===== config.mk =====
export PLATFORM = sky130hd
export DESIGN_NAME = mem_stage
export DESIGN_NICKNAME = d
export VERILOG_FILES = /design/src/rtl/mem_pkg.sv /design/src/rtl/mem_lane_align.sv /design/src/rtl/mem_stage.sv
export SDC_FILE = /design/constraint.sdc
export NUM_CORES = 1
export LEC_CHECK = 0
export ABC_AREA = 1
export BUFFER_PORTS_ARGS = -buffer_cell sky130_fd_sc_hd__buf_2
export CAP_MARGIN = 30
export CORE_AREA = 2 2 129 131
export CTS_CLUSTER_DIAMETER = 40
export CTS_CLUSTER_SIZE = 14
export DETAILED_ROUTE_END_ITERATION = 8
export DIE_AREA = 0 0 131 133
export GPL_ROUTABILITY_DRIVEN = 1
export SLEW_MARGIN = 10
export SYNTH_ARGS = -nofsm -noshare
export SYNTH_HDL_FRONTEND = slang
export SYNTH_SLANG_ARGS = --single-unit

===== constraint.sdc =====
create_clock -name clk -period 3.6 [get_ports clk]
set_input_delay 0.36 -clock clk [delete_from_list [all_inputs] [get_ports clk]]
set_output_delay 0.36 -clock clk [all_outputs]
set_load 0.02 [all_outputs]

===== src/rtl/mem_pkg.sv =====
// Shared encodings for the MIPS memory-access stage: access sizes, load masks,
// FSM states and the MEM/WB register bundle.
package mem_pkg;

    localparam logic [1:0] SZ_BYTE = 2'b00;
    localparam logic [1:0] SZ_HALF = 2'b01;
    localparam logic [1:0] SZ_WORD = 2'b10;

    localparam logic [31:0] MASK_BYTE = 32'h0000_00FF;
    localparam logic [31:0] MASK_HALF = 32'h0000_FFFF;
    localparam logic [31:0] MASK_WORD = 32'hFFFF_FFFF;

    typedef enum logic {
        ST_IDLE = 1'b0,
        ST_BUSY = 1'b1
    } state_t;

    typedef struct packed {
        logic [31:0] frommem;
        logic [31:0] fromimm;
        logic [1:0]  wb;
        logic        nop;
        logic [31:0] mask;
        logic [4:0]  rd;
    } mwb_t;

    localparam mwb_t MWB_BUBBLE = '{frommem: 32'h0, fromimm: 32'h0, wb: 2'b00,
                                    nop: 1'b1, mask: 32'h0, rd: 5'h0};

endpackage


===== src/rtl/mem_lane_align.sv =====
// Byte-lane steering: load extraction/masking and store byte-enable/replication.
// LOAD_SIGN_EXT_EN adds sign extension of signed byte/half loads.
module mem_lane_align
    import mem_pkg::*;
(
    input  logic [1:0]  size_i,
    input  logic [1:0]  lane_i,
    input  logic        sign_i,
    input  logic [31:0] rdata_i,
    input  logic [31:0] store_data_i,
    output logic [31:0] load_data_o,
    output logic [31:0] load_mask_o,
    output logic [3:0]  be_o,
    output logic [31:0] wdata_o
);

    logic [7:0]  ld_byte;
    logic [15:0] ld_half;

    assign ld_byte = rdata_i[{lane_i, 3'b000} +: 8];
    assign ld_half = rdata_i[{lane_i[1], 4'b0000} +: 16];

    always_comb begin
        load_data_o = '0;
        load_mask_o = '0;
        case (size_i)
            SZ_BYTE: begin
                load_data_o = {24'h0, ld_byte};
                load_mask_o = MASK_BYTE;
            end
            SZ_HALF: begin
                load_data_o = {16'h0, ld_half};
                load_mask_o = MASK_HALF;
            end
            SZ_WORD: begin
                load_data_o = rdata_i;
                load_mask_o = MASK_WORD;
            end
            default: ;
        endcase
`ifdef LOAD_SIGN_EXT_EN
        // Writeback ANDs with the mask, so extended loads must open it fully.
        if (sign_i && size_i == SZ_BYTE) begin
            load_data_o = {{24{ld_byte[7]}}, ld_byte};
            load_mask_o = MASK_WORD;
        end else if (sign_i && size_i == SZ_HALF) begin
            load_data_o = {{16{ld_half[15]}}, ld_half};
            load_mask_o = MASK_WORD;
        end
`endif
    end

`ifndef LOAD_SIGN_EXT_EN
    logic unused_sign;
    assign unused_sign = sign_i;
`endif

    always_comb begin
        be_o    = '0;
        wdata_o = store_data_i;
        case (size_i)
            SZ_BYTE: begin
                be_o    = 4'b0001 << lane_i;
                wdata_o = {4{store_data_i[7:0]}};
            end
            SZ_HALF: begin
                be_o    = lane_i[1] ? 4'b1100 : 4'b0011;
                wdata_o = {2{store_data_i[15:0]}};
            end
            SZ_WORD: be_o = 4'b1111;
            default: ;
        endcase
    end

endmodule


===== src/rtl/mem_stage.sv =====
// MIPS MEM stage: req/ack data-memory handshake with timeout plus the MEM/WB register.
// Define LOAD_SIGN_EXT_EN to sign-extend signed byte/half loads.
//
// state | meaning
// IDLE  | accept EX/MEM slot; legal access stalls and launches a request
// BUSY  | dmem_req held until ack or timeout abort
module mem_stage
    import mem_pkg::*;
#(
    parameter int TIMEOUT_CYCLES = 255,
    parameter int ADDR_W         = 32
) (
    input  logic              clk,
    input  logic              rst_n,
    input  logic              nop_ex,
    input  logic [31:0]       alu_result,
    input  logic [31:0]       store_data,
    input  logic              mem_rd,
    input  logic              mem_wr,
    input  logic [1:0]        mem_size,
    input  logic              mem_signed,
    input  logic [1:0]        wb_in,
    input  logic [4:0]        rd_in,
    output logic              stall,
    output logic              dmem_req,
    output logic              dmem_we,
    output logic [ADDR_W-1:0] dmem_addr,
    output logic [31:0]       dmem_wdata,
    output logic [3:0]        dmem_be,
    input  logic [31:0]       dmem_rdata,
    input  logic              dmem_ack,
    output logic              mem_err,
    output logic [31:0]       datafrommem,
    output logic [31:0]       datafromimm,
    output logic [1:0]        wb_out,
    output logic              nop_mem,
    output logic [31:0]       datamask,
    output logic [4:0]        rd_out
);

    localparam int CNT_W = (TIMEOUT_CYCLES > 1) ? $clog2(TIMEOUT_CYCLES + 1) : 1;
    localparam bit TO_EN = (TIMEOUT_CYCLES != 0);
    localparam logic [CNT_W-1:0] TO_LAST = TO_EN ? CNT_W'(TIMEOUT_CYCLES - 1) : '0;

    state_t            state_q;
    logic [CNT_W-1:0]  cnt_q;
    logic              mem_err_q;
    mwb_t              mwb_q, mwb_d;

    logic        idle, busy, access, misalign, illegal, timeout_hit;
    logic [31:0] ld_data, ld_mask, st_wdata;
    logic [3:0]  st_be;

    assign idle = (state_q == ST_IDLE);
    assign busy = (state_q == ST_BUSY);

    assign access   = mem_rd ^ mem_wr;
    assign misalign = (mem_size == 2'b11)
                    || (mem_size == SZ_HALF && alu_result[0])
                    || (mem_size == SZ_WORD && alu_result[1:0] != 2'b00);
    assign illegal  = (mem_rd & mem_wr) | (access & misalign);

    // The abort cycle releases stall so upstream advances past the dropped op.
    assign timeout_hit = TO_EN && busy && !dmem_ack && (cnt_q == TO_LAST);

    assign stall = (idle && !nop_ex && access && !illegal)
                 || (busy && !dmem_ack && !timeout_hit);

    mem_lane_align u_align (
        .size_i       (mem_size),
        .lane_i       (alu_result[1:0]),
        .sign_i       (mem_signed),
        .rdata_i      (dmem_rdata),
        .store_data_i (store_data),
        .load_data_o  (ld_data),
        .load_mask_o  (ld_mask),
        .be_o         (st_be),
        .wdata_o      (st_wdata)
    );

    assign dmem_req   = busy;
    assign dmem_we    = busy & mem_wr;
    assign dmem_be    = busy ? st_be : 4'b0000;
    assign dmem_wdata = st_wdata;
    assign dmem_addr  = ADDR_W'({alu_result[31:2], 2'b00});

    always_comb begin
        mwb_d = MWB_BUBBLE;
        if ((idle && !nop_ex && !illegal && !access) || (busy && dmem_ack)) begin
            mwb_d.fromimm = alu_result;
            mwb_d.wb      = wb_in;
            mwb_d.rd      = rd_in;
            mwb_d.nop     = 1'b0;
            mwb_d.mask    = MASK_WORD;
            if (busy && mem_rd) begin
                mwb_d.frommem = ld_data;
                mwb_d.mask    = ld_mask;
            end
        end
    end

    always_ff @(posedge clk or negedge rst_n) begin
        if (!rst_n) begin
            state_q   <= ST_IDLE;
            cnt_q     <= '0;
            mem_err_q <= 1'b0;
            mwb_q     <= MWB_BUBBLE;
        end else begin
            mwb_q     <= mwb_d;
            mem_err_q <= 1'b0;
            case (state_q)
                ST_IDLE: begin
                    cnt_q <= '0;
                    if (!nop_ex) begin
                        if (illegal)
                            mem_err_q <= 1'b1;
                        else if (access)
                            state_q <= ST_BUSY;
                    end
                end
                ST_BUSY: begin
                    if (dmem_ack) begin
                        state_q <= ST_IDLE;
                        cnt_q   <= '0;
                    end else if (timeout_hit) begin
                        state_q   <= ST_IDLE;
                        cnt_q     <= '0;
                        mem_err_q <= 1'b1;
                    end else if (TO_EN) begin
                        cnt_q <= cnt_q + 1'b1;
                    end
                end
            endcase
        end
    end

    assign mem_err     = mem_err_q;
    assign datafrommem = mwb_q.frommem;
    assign datafromimm = mwb_q.fromimm;
    assign wb_out      = mwb_q.wb;
    assign nop_mem     = mwb_q.nop;
    assign datamask    = mwb_q.mask;
    assign rd_out      = mwb_q.rd;

endmodule


== Word level (Yosys, flattened, before mapping) ==
Cells that the tools add are included.

* Input bits: 112
* Flip-flop bits (word level): 114
* Word-level logic and storage cells: 69
* Output and inout port bits: 176

* Add/subtract/negate cells: 1
* Reductions and logical operators: 23
* Shift-type cells: 3
* Equal/unequal tests: 4
* Bitwise logic cells: 6
* Muxes and demuxes: 23

{| class="wikitable"
|+ Operators with widths
! kind !! count
|-
| one-hot mux 32 bit (3 select lines) || 2
|-
| 2-to-1 mux 104 bit || 1
|-
| 2-to-1 mux 32 bit || 2
|-
| one-hot mux 32 bit (2 select lines) || 1
|-
| indexed part select 32 x 6 -> 16 bit || 1
|-
| indexed part select 32 x 6 -> 8 bit || 1
|-
| 2-to-1 mux 8 bit || 2
|-
| one-hot mux 8 bit (2 select lines) || 1
|-
| logical AND 1 bit || 12
|-
| one-hot mux 4 bit (3 select lines) || 1
|-
| 2-to-1 mux 1 bit || 9
|-
| adder 8 x 1 -> 8 bit (second input constant) || 1
|-
| == test 8 bit (second input constant) || 1
|-
| 2-to-1 mux 4 bit || 2
|-
| zero test 1 bit || 5
|-
| == test 2 bit (second input constant) || 2
|-
| logical OR 1 bit || 4
|-
| one-hot mux 1 bit (2 select lines) || 2
|-
| << shifter 1 x 2 -> 4 bit (first input constant) || 1
|-
| AND 1 bit || 3
|-
| == test 2 x 1 -> 1 bit (second input constant) || 1
|-
| zero test 2 bit || 1
|-
| nonzero test 2 bit || 1
|-
| inverter 1 bit || 1
|-
| other kinds (2) || 2
|}

== Logic depth before layout (Yosys ltp) ==
* Word-level depth: 11
* Mapped depth: 10
* Gate-level depth less buffers: 9

== Hierarchy ==
A second synthesis with hierarchy kept.

* Cells, all modules: 750
* Area, all modules: 6,190.9 um2

{| class="wikitable"
|+ By module, submodules not included
! module !! cells each !! instances !! sequential area each (um2) !! area an instance (um2)
|-
| mem_stage || 450 || 1 || 2,854.0 || 4,699.5
|-
| mem_lane_align || 300 || 1 || 0.0 || 1,491.4
|}

== Worst setup path after synthesis ==
Ideal clock, no wire load.

* Path type: input-to-output
* From: input port mem_size[1]
* To: output port stall
* Stages on the path: 8
* Path buffers: 1
* Setup slack: 1.668 ns
* Data arrival time: 1.572 ns
* Data required time: 3.240 ns
* Cells stage by stage: inv_1 ha_1 clkbuf_1 a21oi_1 o21ai_0 nand2_1 nand2_1 o21ai_0

* Cells in the longest elaborated chain, start to end: 9
* Elaborated cells on any way between the ends: 12
* Classes of those cells: 3 x eq/ne; 2 x bitwise; 7 x reduce/logical

{| class="wikitable"
|+ RTL lines
! what !! RTL line !! RTL
|-
| start: declaration || mem_stage.sv:20 || <nowiki>input logic [1:0] mem_size,</nowiki>
|-
| == test 2 x 1 -> 1 bit || mem_stage.sv:59 || <nowiki>|| (mem_size == SZ_HALF && alu_result[0])</nowiki>
|-
| logical AND 1 bit || mem_stage.sv:59 ||
|-
| logical OR 1 bit || mem_stage.sv:59 ||
|-
| logical OR 1 bit * || mem_stage.sv:60 || <nowiki>|| (mem_size == SZ_WORD && alu_result[1:0] != 2'b00);</nowiki>
|-
| AND 1 bit * || mem_stage.sv:61 || <nowiki>assign illegal = (mem_rd & mem_wr) | (access & misalign);</nowiki>
|-
| bitwise OR 1 bit * || mem_stage.sv:61 ||
|-
| zero test 1 bit * || mem_stage.sv:66 || <nowiki>assign stall = (idle && !nop_ex && access && !illegal)</nowiki>
|-
| logical AND 1 bit * || mem_stage.sv:66 ||
|-
| logical OR 1 bit * || mem_stage.sv:67 || <nowiki>|| (busy && !dmem_ack && !timeout_hit);</nowiki>
|-
| end: declaration || mem_stage.sv:24 || <nowiki>output logic stall,</nowiki>
|}

Every way passes the cells marked *; elsewhere a longest branch is shown, timed or not.

== Worst setup path in the final report ==
* From: input port mem_size[1]
* To: output port dmem_be[1]

* Cells in the longest elaborated chain, start to end: 3
* Elaborated cells on any way between the ends: 5
* Classes of those cells: 2 x eq/ne; 2 x mux; 1 x reduce/logical

{| class="wikitable"
|+ RTL lines
! what !! RTL line !! RTL
|-
| == test 2 bit, or another cell as far along || mem_lane_align.sv:61 || <nowiki>case (size_i)</nowiki>
|-
| one-hot mux 4 bit (3 select lines) * || mem_lane_align.sv:61 ||
|-
| 2-to-1 mux 4 bit * || mem_stage.sv:83 || <nowiki>assign dmem_be = busy ? st_be : 4'b0000;</nowiki>
|-
| end: declaration || mem_stage.sv:29 || <nowiki>output logic [3:0] dmem_be,</nowiki>
|}

Marked as above.

==> run summary <==
The flow ran to the end, and the final reports show no timing, DRC or antenna violations. The post-synthesis mux area share was 0%; the horizontal die dimension was 131 um. The worst setup slack for register-to-register paths is 1.75 ns, and the number of max-cap violations is 0. The floorplan step defined a core boundary enclosing 16,170 um^2. Once the floorplan was initialized, standard cells occupied 29.21% of the core. Counting flops and latches in the post-synthesis netlist gives 85. Of the total synthesized cell area, the portion taken by XOR and XNOR cells is 0.7415%.

The hold violation total from the final report is 0. At the end of the flow, the number of nets in the layout was 927. Subtracting the final worst setup slack from the clock period gives 2.685 ns.

After detailed routing, the number of vias per cell comes to 4.266. The tools report the number of DRC markers in iteration 0 as 231. For this run the aggregate overflow at the end of global routing stands at 0.

Measured against its own limit, the worst slew margin works out to 55.07%. The internal portion of the total power is 1.853 mW. Net switching is 32.35% of the power. The routability congestion estimate was 0.8171. Of all flip-flops after synthesis, the portion carrying an async set or reset was 100.0%. Setup violations remaining at the end of the flow were counted as 0. In this run, the combinational gates consume 24.3% of the power. The initial antenna violation count was 2. The dominant combinational cell family by area after synthesis was simple AND/OR/NAND/NOR gates.

Before antenna repair, the detailed router went through 5 iterations. For this run, the leading register cell type out of synthesis is dfrtp_1. Measured along the y axis, the die boundary spans 133 um. The post-synthesis adder-cell area fraction was 2.383%; the count of unresolved DRC violations after routing was 0. The hold-critical path depth is 3. Ratio of total power to cell area: 440.7 nW/um^2.

For the worst-skew pair, the clock arrives at the later sink with an insertion delay of 0.35 ns. In this run the worst path has a maximum fanout of 20. Setup repair after global routing left no endpoint under its margin. The logs give 0 for the final count of pins violating max slew and 15.90% for the global-route usage over all layers. The critical path is of the input pin to output pin type. After floorplanning, the core was divided into 47 placement rows.

The floorplan step defined a die boundary enclosing 17,420 um^2. TritonCTS built the clock tree. The total of buffers placed on input and output ports was 284; the global-route wire length before repair was 21,340 um.

Number of global-route vias before repair: 4,114. For the setup slack after placement, the log shows 0.8071 ns. The root cell of the clock tree was clkbuf_16. Entering global routing, the biggest net connects 72 pins. The maximum level of the CTS H-tree is 3, and the routed wirelength normalized by instance count is 13.34 um.

The tools report the final critical-path setup slack as 0.9151 ns. The start point of the worst min-delay path was rd_in[1]. The endpoint of the worst hold-timing path is rd_out[1]. The tree built by TritonCTS fans out to 85 sinks. The endpoint identified for the worst register-to-register timing path is datafromimm[14].

Across the VDD grid, the largest voltage drop is 0.0002096 V. The final worst clock skew is 0.008202 ns, and the leakage power of the design is 3.818 nW. The highest achievable clock rate is 0.3725 GHz, and the final clock period utilization by the worst path is 74.58%. STA puts the critical path data arrival time at 2.32 ns.

In this run the power spent charging and discharging nets is 0.8860 mW. The tools report the sequential-to-total area share from yosys stat as 45.05%. The I/O pin count came out at 288. The area fraction in compound gates after synthesis came out at 6.488%. STA puts the critical path data required time at 3.24 ns. In this run the critical register-to-register path is launched from dmem_req. Counting along the longest clock path gives a buffer depth of 2.

The worst hold path belongs to the class input pin to flip-flop. For the residual antenna-violating net count after detailed routing, the log shows 0. The tools report the relative contribution of sequential cells to total power as 37.6%.

The buffer count from post-CTS setup fixing was 0; the number of distinct library cells after synthesis was 32. From synthesis to final layout, the design area changed by 31.54%. A synthesized cell averages 7.927 um^2. In the final timing run, aggregate negative setup slack is 0 ns.

Summing the areas of all and, or, nand and nor instances in the mapped netlist gives 25.77% of the synthesized area. At the pin with the least slew margin, the transition time is 0.6730 ns. The worst setup path is launched from an input pin.

After clock tree synthesis, the clock-pin slew on the worst setup and hold paths is 0.07 ns. The yosys synthesis warning count came out at 0. Summed over all layers, the routed wires come to 13,760 um. The HPWL after detailed placement was 10,580 um. Counting every instance in the synthesized netlist gives 596. The run gives 38.2% as the clock share of power. The share of final-layout standard cells stronger than drive strength 1 is 39.58%. The number of buffers inserted during clock tree synthesis was 9. STA classifies the critical path endpoint as an output pin. The total via count in the routed design came out at 4,403. For the worst flop-to-flop path, the logic depth is 6. Cell area after technology mapping: 4725 um^2. The number of synthesized flops with an enable pin works out to 0.
state kept, by name, indices dropped and copies added (netlist names):
register	count
datafrommem	32
datamask	3
mem_err	1
nop_mem	1
rd_out	5
wb_out	2
cnt_q	8
dmem_req	1
datafromimm	32
per-layer routing:
| metal | routed length (um) | up-vias | share of wire [%] | global-route usage (%) |
|---|---|---|---|---|
| met5 | 13 | - | 0.094 | 0 |
| met4 | 369 | 2 | 2.7 | 7.210 |
| met3 | 1201 | 28 | 8.7 | 3.963 |
| met2 | 6799 | 221 | 49 | 26.83 |
| met1 | 5380 | 1969 | 39 | 18.86 |
| li1 | - | 2183 | - | - |
power by group through the flow:
| stage | Clock [mW] | Combinational [mW] | Sequential (mW) |
|---|---|---|---|
| CTS | 1.08 | 0.674 | 1.03 |
| global route | 1.11 | 0.744 | 1.04 |
| global placement | 0 | 0.668 | 1.05 |
| detailed placement | 0 | 0.671 | 1.05 |
| floorplan | 0 | 0.420 | 1.11 |
| finish | 1.05 | 0.665 | 1.03 |
synthesized netlist by cell type (4+ instances only):
master	n	area share, %
a31oi_1	4	0.53
nand3_1	20	2.1
clkbuf_1	16	1.3
o22ai_1	6	0.79
ha_1	9	2.4
dfrtp_1	84	44
a21boi_0	8	1.3
o21ai_0	19	2.0
nor2_1	63	5.0
nand2_1	160	13
nor3b_1	7	1.1
inv_1	75	6.0
nor3b_2	10	2.6
nor3_1	8	0.85
buf_4	69	11
buf_2	7	0.74
a22oi_1	8	1.3
timing repair:
action / CTS / global route
resized for setup: 0 / 0
hold endpoints to repair: 0 / 27
endpoints found under the setup margin: 0 / 0
hold buffers: 0 / 1
placed cells by master (no fill, tap or decap):
| cell type | netlist | layout |
|---|---|---|
| nor3b_2 | 10 | 10 |
| diode_2 | 0 | 1 |
| conb_1 | 1 | 2 |
| clkinv_1 | 3 | 3 |
| inv_2 | 1 | 2 |
| o21ai_1 | 1 | 1 |
| dfstp_2 | 1 | 1 |
| buf_2 | 7 | 283 |
| inv_6 | 0 | 2 |
| or2_1 | 1 | 1 |
| xor2_1 | 3 | 3 |
| nand2_1 | 160 | 160 |
| a21oi_1 | 3 | 3 |
| clkinv_8 | 0 | 1 |
| o21ai_0 | 19 | 19 |
| nand3_1 | 20 | 20 |
| dfrtp_1 | 84 | 84 |
| inv_1 | 75 | 74 |
| nand4_1 | 3 | 3 |
| bufinv_16 | 0 | 2 |
| a21boi_0 | 8 | 8 |
| xnor2_1 | 1 | 1 |
| a31oi_1 | 4 | 4 |
| ha_1 | 9 | 9 |
| buf_4 | 69 | 6 |
| nand2_4 | 1 | 1 |
| a41oi_1 | 1 | 1 |
| o22ai_1 | 6 | 6 |
| nor3_1 | 8 | 8 |
| nor3b_1 | 7 | 7 |
| buf_12 | 0 | 1 |
| clkbuf_8 | 0 | 1 |
| nor2_1 | 63 | 63 |
| clkbuf_16 | 0 | 9 |
| nand2b_1 | 1 | 1 |
| a22oi_1 | 8 | 8 |
| dlygate4sd3_1 | 0 | 1 |
| nor2_8 | 1 | 1 |
| clkinv_4 | 0 | 1 |
critical path, cell delays in order:
cell and delay [ns]:
buf_2 0.27, inv_1 0.15, ha_1 0.35, inv_1 0.51, o21ai_1 0.10, buf_4 0.19
a31oi_1 0.14, nor2_1 0.06, buf_2 0.18
worst max-delay path by stage:
| stage | cells after the start | end | start |
|---|---|---|---|
| after floorplan | 8 | stall | mem_size[1] |
| after global placement | 9 | dmem_be[1] | mem_size[1] |
| after detailed placement | 9 | dmem_be[1] | mem_size[1] |
| after CTS | 9 | dmem_be[1] | mem_size[1] |
| after global routing | 9 | dmem_be[0] | mem_size[1] |
| final | 9 | dmem_be[1] | mem_size[1] |
stage by stage:
step | util (%) | power [mW] | cell area, um^2 | hold WS (ns) | std cells
finish | 38.43 | 2.739 | 6215 | 0.2137 | 1032
detailed placement | 36.12 | 1.719 | 5841 | 0.4875 | 1013
floorplan | - | 1.528 | 4728 | 0.06441 | 597
CTS | 38.23 | 2.785 | 6182 | 0.1758 | 1029
global placement | 36.12 | 1.714 | 5841 | 0.4721 | 1013
global route | 38.43 | 2.892 | 6215 | 0.2217 | 1032
layout make-up:
class | instances | area (um^2)
fill | 1685 | 9957
sequential | 85 | 2128
multi-input combinational | 340 | 1679
timing repair buffer | 291 | 1491
inverter | 79 | 296.5
tap | 220 | 275.3
clock buffer | 10 | 239.0
clock inverter | 6 | 102.6
antenna | 1 | 2.502
logic make-up (layout without fill, tap and decap cells):
family          after synthesis  after routing
compound gates               50             50
xor+xnor                      4              4
fa+ha+maj                     9              9
buf+inv                     172            386
flops                        85             85
other cells                   1              3
simple gates                275            275
No activity file was read; power rests on OpenSTA's default activity.
